`src/rtl/cpu_pkg.sv`:
```
// cpu_pkg: constants and types shared by the CPU register banks.
//   REG_COUNT  - number of architectural registers
//   REG_ADDR_W - width of a register index
//   reg_idx_t  - register index type
//   ZERO_REG   - index of the hard-wired zero register
package cpu_pkg;
    localparam int REG_COUNT  = 32;
    localparam int REG_ADDR_W = 5;

    typedef logic [REG_ADDR_W-1:0] reg_idx_t;

    localparam reg_idx_t ZERO_REG = 5'd0;
endpackage

```
`src/rtl/reg_read_mux.sv`:
```
// reg_read_mux: 32:1 combinational read multiplexer over the register array.
//   i_regs  - register array contents
//   i_raddr - read register index
//   o_rdata - selected register value
module reg_read_mux
    import cpu_pkg::*;
#(
    parameter int DATA_W = 32
) (
    input  logic [DATA_W-1:0] i_regs [REG_COUNT],
    input  reg_idx_t          i_raddr,
    output logic [DATA_W-1:0] o_rdata
);

    assign o_rdata = i_regs[i_raddr];

endmodule

```
`src/rtl/write_decoder.sv`:
```
// write_decoder: turns a write index and write enable into a one-hot
// per-register enable vector. Bit 0 is tied low so the zero register
// can never be written. This module is shared with the CP0 register bank.
//   i_we    - write enable
//   i_waddr - write register index
//   o_wen   - one-hot enable, at most one bit set, bit 0 always 0
module write_decoder
    import cpu_pkg::*;
(
    input  logic                 i_we,
    input  reg_idx_t             i_waddr,
    output logic [REG_COUNT-1:0] o_wen
);

    always_comb begin
        o_wen = '0;
        for (int i = 1; i < REG_COUNT; i++) begin
            o_wen[i] = i_we && (i_waddr == reg_idx_t'(i));
        end
    end

endmodule

```
`src/rtl/reg_file_demux.sv`:
```
// reg_file_demux: 32 x DATA_W general-purpose register file with a one-hot
// write demux, two combinational read ports, optional same-cycle write-to-read
// forwarding, and a registered trace of each committed write.
//   clk, rst_n          - clock, asynchronous active-low reset
//   we, waddr, wdata    - write port
//   raddr1/2, rdata1/2  - combinational read ports
//   wr_done             - one-cycle pulse after each committed write
//   wr_addr_q/wr_data_q - index and data of the last committed write
module reg_file_demux
    import cpu_pkg::*;
#(
    parameter int DATA_W = 32,
    parameter int BYPASS = 1
) (
    input  logic              clk,
    input  logic              rst_n,
    input  logic              we,
    input  reg_idx_t          waddr,
    input  logic [DATA_W-1:0] wdata,
    input  reg_idx_t          raddr1,
    input  reg_idx_t          raddr2,
    output logic [DATA_W-1:0] rdata1,
    output logic [DATA_W-1:0] rdata2,
    output logic              wr_done,
    output reg_idx_t          wr_addr_q,
    output logic [DATA_W-1:0] wr_data_q
);

    logic [DATA_W-1:0]    r_regs [REG_COUNT];
    logic                 r_wr_done;
    reg_idx_t             r_wr_addr;
    logic [DATA_W-1:0]    r_wr_data;

    logic [REG_COUNT-1:0] w_wen;
    logic                 w_commit;
    logic [DATA_W-1:0]    w_mux1;
    logic [DATA_W-1:0]    w_mux2;
    logic                 w_hit1;
    logic                 w_hit2;

    write_decoder u_write_decoder (
        .i_we    (we),
        .i_waddr (waddr),
        .o_wen   (w_wen)
    );

    // w_wen already excludes register 0, so any set bit is a real commit.
    assign w_commit = |w_wen;

    always_ff @(posedge clk or negedge rst_n) begin
        if (!rst_n) begin
            for (int i = 0; i < REG_COUNT; i++) begin
                r_regs[i] <= '0;
            end
        end else begin
            for (int i = 0; i < REG_COUNT; i++) begin
                if (w_wen[i]) begin
                    r_regs[i] <= wdata;
                end
            end
        end
    end

    always_ff @(posedge clk or negedge rst_n) begin
        if (!rst_n) begin
            r_wr_done <= 1'b0;
            r_wr_addr <= ZERO_REG;
            r_wr_data <= '0;
        end else begin
            r_wr_done <= w_commit;
            if (w_commit) begin
                r_wr_addr <= waddr;
                r_wr_data <= wdata;
            end
        end
    end

    reg_read_mux #(.DATA_W(DATA_W)) u_read_mux1 (
        .i_regs  (r_regs),
        .i_raddr (raddr1),
        .o_rdata (w_mux1)
    );

    reg_read_mux #(.DATA_W(DATA_W)) u_read_mux2 (
        .i_regs  (r_regs),
        .i_raddr (raddr2),
        .o_rdata (w_mux2)
    );

    // The forwarding compare works on addresses only, in parallel with the
    // read mux; its result just picks between wdata and the mux output.
    assign w_hit1 = (BYPASS != 0) && we && (waddr != ZERO_REG) && (waddr == raddr1);
    assign w_hit2 = (BYPASS != 0) && we && (waddr != ZERO_REG) && (waddr == raddr2);

    assign rdata1 = !rst_n ? '0 : (w_hit1 ? wdata : w_mux1);
    assign rdata2 = !rst_n ? '0 : (w_hit2 ? wdata : w_mux2);

    assign wr_done   = r_wr_done;
    assign wr_addr_q = r_wr_addr;
    assign wr_data_q = r_wr_data;

endmodule

```
`config.mk`:
```
export PLATFORM = sky130hd
export DESIGN_NAME = reg_file_demux
export DESIGN_NICKNAME = d
export VERILOG_FILES = /design/src/rtl/cpu_pkg.sv /design/src/rtl/reg_read_mux.sv /design/src/rtl/write_decoder.sv /design/src/rtl/reg_file_demux.sv
export SDC_FILE = /design/constraint.sdc
export NUM_CORES = 2
export LEC_CHECK = 0
export CORE_MARGIN = 1.5
export CORE_UTILIZATION = 35
export DETAILED_ROUTE_END_ITERATION = 6
export GPL_ROUTABILITY_DRIVEN = 0
export SLEW_MARGIN = 40
export SYNTH_ARGS = -nofsm -noshare
export SYNTH_HDL_FRONTEND = slang
export SYNTH_SLANG_ARGS = --single-unit
```
`constraint.sdc`:
```
create_clock -name clk -period 5.55 [get_ports clk]
set_clock_uncertainty 0.1 [all_clocks]
set_input_delay 1.665 -clock clk [delete_from_list [all_inputs] [get_ports clk]]
set_output_delay 1.665 -clock clk [all_outputs]
set_load 0.05 [all_outputs]
```
==> metrics.json <==
{
  "critical-path-top-cell-by-count": "sky130_fd_sc_hd__buf_4",
  "worst_setup_path_start_kind": "primary input",
  "start_util": 0.3526,
  "grt_first_pass_wirelength_mm": 290.6,
  "die_width_um": 399.7,
  "yosysSeqAreaShare": 0.4680,
  "cpMaxStageDelayCell": "sky130_fd_sc_hd__mux4_2",
  "cts_num_sinks": 1030,
  "synth.largest_area_cell": "sky130_fd_sc_hd__dfrtp_1",
  "top_ports": 152,
  "synthCells": 3950,
  "first_global_vias": 38900,
  "ys.warnings.count": 0,
  "final_period_minus_worst_setup_slack_ps": 5536,
  "placement.cell_area_sq_um": 63220,
  "die_area_sq_um": 159700,
  "wl_per_cell_um": 31.49,
  "cellLeakagePower_uw": 0.02913,
  "critPathMaxStageDelay_ps": 540,
  "drt_pre_antenna_iters": 5,
  "grt_setup_unrepaired": "true",
  "cts_tree": "done",
  "worstSetupStartpoint": "raddr2[0]",
  "drv.max_cap_violation_count": 0,
  "timing.slew.headroom": 0.3692,
  "timing.critical_path.cells": "buf_16 -> buf_4 -> mux4_2 -> a22oi_1 -> o31a_1 -> a31oi_2 -> buf_4 -> buf_12",
  "synth_async_sr_flop_share": 1.000,
  "grt_overflow_total": 0,
  "result_of_the_run": "complete, no violations",
  "initialDrtViolationCount": 3774,
  "tritoncts_buffers": 111,
  "cts.hold.buffers_added": 0,
  "worstReg2RegStart": "r_regs[821]",
  "drt_wl_total_mm": 202.1,
  "fin_crit_sh": 0.9976,
  "syn-mean-instance-area_sq_um": 13.94,
  "route.vias.total": 38860,
  "cp_top_family": "buffers and inverters",
  "worst_hold_path_type": "reg2reg",
  "layout.nets": 4315,
  "grt_antenna_before_repair": 11,
  "number_of_port_buffers": 151,
  "postSynthRegisterBits": 1030,
  "worst_skew_pair.late_latency_ps": 720,
  "tightestPinTransition_ps": 946.2,
  "core_box_area_sq_um": 156200,
  "irDropWorstVdd_mv": 0.2587,
  "hold_path_depth": 2,
  "syn_nets": 4000,
  "syn2layout_area_growth_pct": 23.11,
  "finalSetupViolCount": 0,
  "yosys.cell_count.top_type": "sky130_fd_sc_hd__mux2_2",
  "via_per_inst": 6.054,
  "synth_edf_count": 0,
  "filler_cell_count": 14070,
  "pre_cts_ws_ps": -410.3,
  "worstSetupEndpointType": "output pin",
  "achievable-frequency_mhz": 180.6,
  "critical_path.n_buffers_inverters": 4,
  "final-max-slew-violation-count": 0,
  "synth_top_area_share": 0.4680,
  "worst-setup-path-type": "in2out",
  "multi_input_area_sq_um": 28350,
  "die_h_um": 399.7,
  "post_synth_main_area_contributors": "sky130_fd_sc_hd__dfrtp_1 47%, sky130_fd_sc_hd__mux2_2 23%, sky130_fd_sc_hd__mux4_2 15%",
  "detailedPlacementHpwl_mm": 130.5,
  "ys_types": 53,
  "postLayoutSetupSlackWorst_ps": 13.53,
  "synth_ff_type": "sky130_fd_sc_hd__dfrtp_1",
  "r2r.worst_path.cells": 1,
  "storage_cell_area_sq_um": 25770,
  "core.rowCount": 145,
  "drt.antenna.violating_nets": 0,
  "r2r_slack_ps": 4620,
  "required_ps": 3790,
  "post_synth_instance_area_sq_um": 55070,
  "hold_start": "wr_data_q[8]",
  "path_max_fanout": 16,
  "share_of_layout_cells_above_drive_strength_1": 0.5439,
  "synth_common_cells": "1139 x sky130_fd_sc_hd__mux2_2, 1030 x sky130_fd_sc_hd__dfrtp_1, 370 x sky130_fd_sc_hd__mux4_2",
  "gr-usage-all-layers": 0.2509,
  "clk_root_buffer_cell": "sky130_fd_sc_hd__clkbuf_16",
  "timing.hold.worst_endpoint": "wr_data_q[8]",
  "cellPowerDensity_nw_per_um2": 346.1,
  "detail_route.drc_violations": 0,
  "maximum_number_of_buffers_from_clock_root_to_sink": 3,
  "htreeDepth": 3,
  "r2r-end": "r_regs[821]",
  "final_hold_viol_count": 0,
  "grt_start_max_net_pins": 153,
  "clkSlewWorstSetupHoldPaths_ps": 60,
  "design_area_sq_um": 67800,
  "critPathArrivalTime_ps": 3770
}
## where the power goes
part	total, uW	switching [uW]	internal [uW]
Sequential	10000	1070	8960
Combinational	5440	2380	3060
Clock	8000	3260	4740
Total	23500	6700	16800
## kinds of logic (layout without fill, tap and decap cells)
| logic type | after synthesis | in the layout | synth area share |
|---|---|---|---|
| buffers and inverters | 426 | 835 | 0.03187 |
| AOI/OAI and AO/OA | 473 | 473 | 0.05946 |
| other | 0 | 2 | 0 |
| DFF | 1030 | 1030 | 0.4680 |
| muxes | 1660 | 1660 | 0.4118 |
| xor gates and xnor gates | 10 | 10 | 0.001590 |
| and+or+nand+nor | 351 | 351 | 0.02729 |
## metrics by stage
| step | TNS (ps) | hold slack (ps) | utilization | std cells | power, uW |
|---|---|---|---|---|---|
| finish | 0 | 376.2 | 0.4341 | 6419 | 23460 |
| global route | -24.29 | 401.5 | 0.4340 | 6418 | 24350 |
| CTS | -75.69 | 383.3 | 0.4319 | 6411 | 23480 |
| detailed placement | -18050 | 366.7 | 0.4047 | 6194 | 15450 |
| global placement | -18340 | 359.6 | 0.4047 | 6194 | 15290 |
| floorplan | -1754 | 370.1 | - | 3950 | 13440 |
## routing by layer
metal / share of wire / global-route usage / wire (um)
met1: 0.44 / 0.3561 / 88280
met2: 0.44 / 0.3772 / 89170
met3: 0.084 / 0.05444 / 16940
met4: 0.038 / 0.08976 / 7644
met5: 0.00048 / 0 / 97
## final cells by class
cell class,instances,share of cell area
repair buffers,622,0.1051
well taps,2058,0.03798
multi-input cells,2494,0.4181
flip-flops and latches,1030,0.3801
clock buffers,164,0.04955
inverters,6,0.0003322
diodes,2,0.00007381
clock inverters,43,0.008655
## sequential cells by signal (all words and copies together), names as in the netlist
register	cells
wr_data_q	32
wr_addr_q	5
wr_done	1
r_regs	992
## layout by cell type, fill, tap and decap left out, types with 39 or more instances in the layout
cell / synthesis / layout
sky130_fd_sc_hd__mux2_2: 1139 / 1139
sky130_fd_sc_hd__dfrtp_1: 1030 / 1030
sky130_fd_sc_hd__mux4_2: 370 / 370
sky130_fd_sc_hd__buf_4: 0 / 353
sky130_fd_sc_hd__nand2_1: 218 / 210
sky130_fd_sc_hd__buf_12: 0 / 151
sky130_fd_sc_hd__mux2i_1: 145 / 144
sky130_fd_sc_hd__clkbuf_16: 0 / 116
sky130_fd_sc_hd__clkdlybuf4s50_1: 0 / 71
sky130_fd_sc_hd__o21ai_0: 88 / 66
sky130_fd_sc_hd__a21oi_1: 65 / 63
sky130_fd_sc_hd__a22oi_1: 61 / 51
sky130_fd_sc_hd__o22ai_1: 50 / 50
sky130_fd_sc_hd__nor2_1: 53 / 39
## worst max path at each step
| stage | to | cells after the start |
|---|---|---|
| after floorplan | rdata2[0] | 8 |
| after global placement | rdata1[29] | 11 |
| after detailed placement | rdata1[13] | 9 |
| after CTS | rdata2[31] | 9 |
| after global routing | rdata2[31] | 10 |
| final | rdata2[0] | 8 |
## tightest hold or removal path: cells and delay by family, from the launching register on
kind          cells  cell delay, ps
flops             1             340
simple gates      2             100
## what timing repair did
item / in CTS / in global routing
endpoints found under the setup margin: 64 / 51
pin swaps: 11 / 10
resized for setup: 55 / 41
cloned: 2 / 3
setup buffers: 8 / 2
(Power assumes the default switching activity.)
